<file path="config.mk">
export PLATFORM = sky130hd
export DESIGN_NAME = pc_fetch_ctrl
export DESIGN_NICKNAME = d
export VERILOG_FILES = /design/src/rtl/pc_fetch_ctrl.sv
export SDC_FILE = /design/constraint.sdc
export NUM_CORES = 1
export LEC_CHECK = 0
export BUFFER_PORTS_ARGS = -buffer_cell sky130_fd_sc_hd__clkbuf_2
export CAP_MARGIN = 20
export CORE_MARGIN = 2
export CORE_UTILIZATION = 55
export CTS_CLUSTER_SIZE = 40
export DETAILED_ROUTE_END_ITERATION = 12
export MAX_ROUTING_LAYER = met4
export PLACE_DENSITY = 0.88
export SYNTH_ARGS = -nofsm -noshare
export SYNTH_HDL_FRONTEND = slang
export SYNTH_SLANG_ARGS = --single-unit
export TNS_END_PERCENT = 5
</file>
<file path="constraint.sdc">
create_clock -name clk -period 5.3 [get_ports clk]
set_input_delay 1.06 -clock clk [delete_from_list [all_inputs] [get_ports clk]]
set_output_delay 1.06 -clock clk [all_outputs]
set_load 0.05 [all_outputs]
</file>
<file path="src/rtl/pc_fetch_ctrl.sv">
// Program-counter fetch controller.
// Walks the PC through memory one request at a time, applying jump/branch
// redirects between fetches, with stall/halt control and an ack timeout.
module pc_fetch_ctrl #(
   parameter logic [7:0]  RESET_ADDR = 8'h80,
   parameter int unsigned TIMEOUT    = 15     // 1..255 cycles allowed per request
) (
   input  logic        clk,
   input  logic        rst,
   input  logic        start,
   input  logic [7:0]  init_addr,
   input  logic        jump_en,
   input  logic [7:0]  jump_addr,
   input  logic        branch_en,
   input  logic [7:0]  branch_off,
   input  logic        stall,
   input  logic        halt,
   input  logic        mem_ack,
   output logic        mem_req,
   output logic [7:0]  mem_addr,
   output logic [7:0]  pc_addr,
   output logic        fetch_done,
   output logic        busy,
   output logic        err,
   output logic [15:0] fetch_cnt
);

   typedef enum logic [2:0] {
      IDLE  = 3'd0,
      FETCH = 3'd1,
      NEXT  = 3'd2,
      HALT  = 3'd3,
      ERR   = 3'd4
   } state_t;

   // Last wait-count value that may still see an ack; an ack on that cycle wins.
   localparam logic [7:0] WAIT_LAST = 8'(TIMEOUT - 1);

   state_t     state;
   logic [7:0] wait_cnt;
   logic [7:0] pc_nxt;

   // Request and busy decode straight from the state register so an async
   // reset pulls them low without waiting for a clock edge.
   assign mem_req  = (state == FETCH);
   assign busy     = (state == FETCH) || (state == NEXT);
   assign mem_addr = pc_addr;

   // Redirect selection: jump beats branch beats sequential. An 8-bit add of
   // the offset is the same as adding its sign extension modulo 256.
   always_comb begin
      pc_nxt = pc_addr + 8'd1;
      if (jump_en)
         pc_nxt = jump_addr;
      else if (branch_en)
         pc_nxt = pc_addr + branch_off;
   end

   // Fetch FSM with registered PC, completion pulse, counter and error flag.
   always_ff @(posedge clk or posedge rst) begin
      if (rst) begin
         state      <= IDLE;
         pc_addr    <= RESET_ADDR;
         wait_cnt   <= 8'd0;
         fetch_done <= 1'b0;
         err        <= 1'b0;
         fetch_cnt  <= 16'd0;
      end else begin
         fetch_done <= 1'b0;
         case (state)
            IDLE, HALT, ERR: begin
               if (start) begin
                  pc_addr  <= init_addr;
                  err      <= 1'b0;
                  wait_cnt <= 8'd0;
                  state    <= FETCH;
               end
            end
            FETCH: begin
               if (mem_ack) begin
                  fetch_done <= 1'b1;
                  if (fetch_cnt != 16'hFFFF)
                     fetch_cnt <= fetch_cnt + 16'd1;
                  state <= NEXT;
               end else if (wait_cnt == WAIT_LAST) begin
                  err   <= 1'b1;
                  state <= ERR;
               end else begin
                  wait_cnt <= wait_cnt + 8'd1;
               end
            end
            NEXT: begin
               // A stalled NEXT holds everything and ignores redirects.
               if (!stall) begin
                  if (halt) begin
                     state <= HALT;
                  end else begin
                     pc_addr  <= pc_nxt;
                     wait_cnt <= 8'd0;
                     state    <= FETCH;
                  end
               end
            end
            default: state <= IDLE;
         endcase
      end
   end

endmodule

</file>
==> metrics.txt <==
status complete, no violations; Final Skew 0.00514 ns; grt total ovfl 0; GRT Resource Usage Total 0.232; # setup viols final 0; Post-Syn Area 2410 sq um; placed wire-length estimate 4.06 mm; I/O Buffers 67; CTS tree done; met1 GRT Util 0.290; crit path time final 2.94 ns; Cell variety after synth 53; gpl congestion 0.916; Wirelength per Cell 14.2 um; Worst-Margin Slew 0.807 ns; pwr dens 538 nW/um^2; Clock Path Buffers 2; Synth Register Bits 37; critical-path maximum fanout 14; # DRC 0; remaining antenna violation count 0; vias in the first global route 2,076; root buffer cell clkbuf_8; mean post-synth cell area 8.98 sq um; vias per cell 5.74; Setup TNS 0 ns; Final #Nets 370; Post-synth EDFFs 0; Post-synth ARST share 1.00; drt initial violations 67; Crit. End Element output pin; Slew Viols, Final 0; die area 4920 sq um; commonest non-fill, non-tap cells in the layout clkbuf_2, dfrtp_1, nand2_1, o21ai_0, a21oi_1; hold buffer count at cts 0; fmax 340 MHz; Critical Path AT 1.88 ns; Gate Count Post-Synth 268; Hold WC Path Type reg -> reg; largest net degree at the start of global routing 38; Via Count 2,175; die height 70.1 um; GRT Max-Usage Layer met2; H-tree levels 2; total CTS buffers 5; final worst-path cycle share 0.555; area post-placement 2710 sq um; initial antenna violation count 0; Routed WL 5.37 mm; Setup Buffers After CTS 0; Lkg Pwr 0.00136 uW; Area Growth Syn to Fin 16.3%; CTS clk-pin slew, worst paths 0.07 ns; Final Hold Vio Count 0; final core area utilization 0.652; Finished Cell Area 2800 sq um; Fillers 360; Final WS setup 2.36 ns; clk sinks 37; Max Cap Viol 0; routing usage on met2 0.384; Peak VDD IR 0.000407 V; crit path kind reg -> out; grt met3 use 0.0505; slowest cell on the critical path or3b_2; post_cts resized 0; ant diodes 0; worst slack, placed 2.33 ns; most common cell after layout, fill and taps aside clkbuf_2; sequential area share after synthesis 0.385; Site Rows 24; Worst slew margin 0.460; synthesis warning total 0; share of layout cells above drive strength 1 0.257; CP Launch Type flop; max incr delay on CP 0.67 ns; first-pass GRT wire length 9.09 mm; first-pass detailed-route iteration total 4; CP required 4.24 ns; Die X 70.1 um; Fin Hold WS 0.486 ns; Main synth FF type dfrtp_1; Starting Density 0.560; core box area 4290 sq um; syn_nets 311; RSZ-0062 raised after global routing false; # IOs 68; critical path, cell by cell or3b_2 -> nand2_1 -> clkbuf_2; Clock Latency Late Sink 0.29 ns
[where the power goes]
group / internal, uW / leakage [uW] / switching (uW) / total, uW
combinational: 239 / 0.000835 / 610 / 849
clock: 103 / 0.0000443 / 97.2 / 200
sequential: 355 / 0.000484 / 101 / 456
total: 697 / 0.00136 / 808 / 1510
[synth_stat cells (all sizes together) (2+ instances only)]
cell type | n | area share
xor2 | 7 | 0.025
o21a | 2 | 0.0062
nor2b | 7 | 0.018
o21bai | 2 | 0.011
dfrtp | 36 | 0.37
or3 | 2 | 0.0052
nand2b | 4 | 0.010
o31ai | 4 | 0.012
ha | 10 | 0.052
buf | 12 | 0.036
inv | 11 | 0.017
a221o | 2 | 0.0083
and3 | 5 | 0.013
and2 | 7 | 0.018
and4 | 3 | 0.011
xnor2 | 9 | 0.033
nand4 | 7 | 0.021
o211ai | 4 | 0.012
nor2 | 17 | 0.027
a211oi | 3 | 0.0094
nor3 | 2 | 0.0042
o21ai | 19 | 0.040
nand3 | 9 | 0.019
clkbuf | 4 | 0.0062
mux2i | 3 | 0.012
nand2 | 29 | 0.045
a21oi | 19 | 0.040
a31oi | 7 | 0.021
a21boi | 3 | 0.0094
o41ai | 2 | 0.0073
[logic make-up after synthesis]
family	Yosys count	synth area share
AO/OA/AOI/OAI	73	0.201
XOR/XNOR	16	0.0582
adder cells (fa/ha/maj)	11	0.0603
buffers and inverters	27	0.0598
flip-flops	37	0.385
multiplexers	4	0.0172
AND/OR/NAND/NOR	100	0.218
[layer usage]
| metal | routed length, um | up-vias | share of wire |
|---|---|---|---|
| met1 | 2420 | 1023 | 0.45 |
| met3 | 296 | 7 | 0.055 |
| met4 | 48 | 0 | 0.0089 |
| li1 | - | 1076 | - |
| met2 | 2610 | 69 | 0.49 |
| met5 | 0 | - | 0 |
[registers in the layout, indices dropped and copies added (netlist names)]
signal      cells
err             1
mem_addr        8
state           3
fetch_done      1
wait_cnt        8
fetch_cnt      16
[worst max-delay path, delay by kind of cell, from the launching register on]
kind | cells | cell delay, ns
and+or+nand+nor | 2 | 0.79
DFF | 1 | 0.53
buffers and inverters | 1 | 0.28
[worst paths after layout]
kind / startpoint / to / slack, ns / depth (start not counted)
setup / recovery: state[0] / busy / 2.36 / 3
hold / removal: wait_cnt[3] / wait_cnt[3] / 0.49 / 1
setup reg to reg: state[0] / fetch_cnt[9] / 3.15 / 8
hold reg to reg: wait_cnt[3] / wait_cnt[3] / 0.49 / 1
max in group asynchronous: rst / mem_addr[7] / 4.10 / 3
min in group asynchronous: rst / mem_addr[3] / 0.85 / 3
[metrics by stage]
step | instances | total power [uW]
finish | 379 | 1510
detailed placement | 372 | 1310
global placement | 372 | 1280
floorplan | 268 | 1160
global route | 379 | 1600
CTS | 379 | 1510
[area by class of cell]
cell class              count  area (sq um)  area share
clock buffers               7          86.3      0.0309
inverters                  11          41.3      0.0148
multi-input cells         204          1340       0.477
flip-flops and latches     37           927       0.331
well taps                  52          65.1      0.0233
repair buffers             68           343       0.123
(Power assumes the default switching activity.)
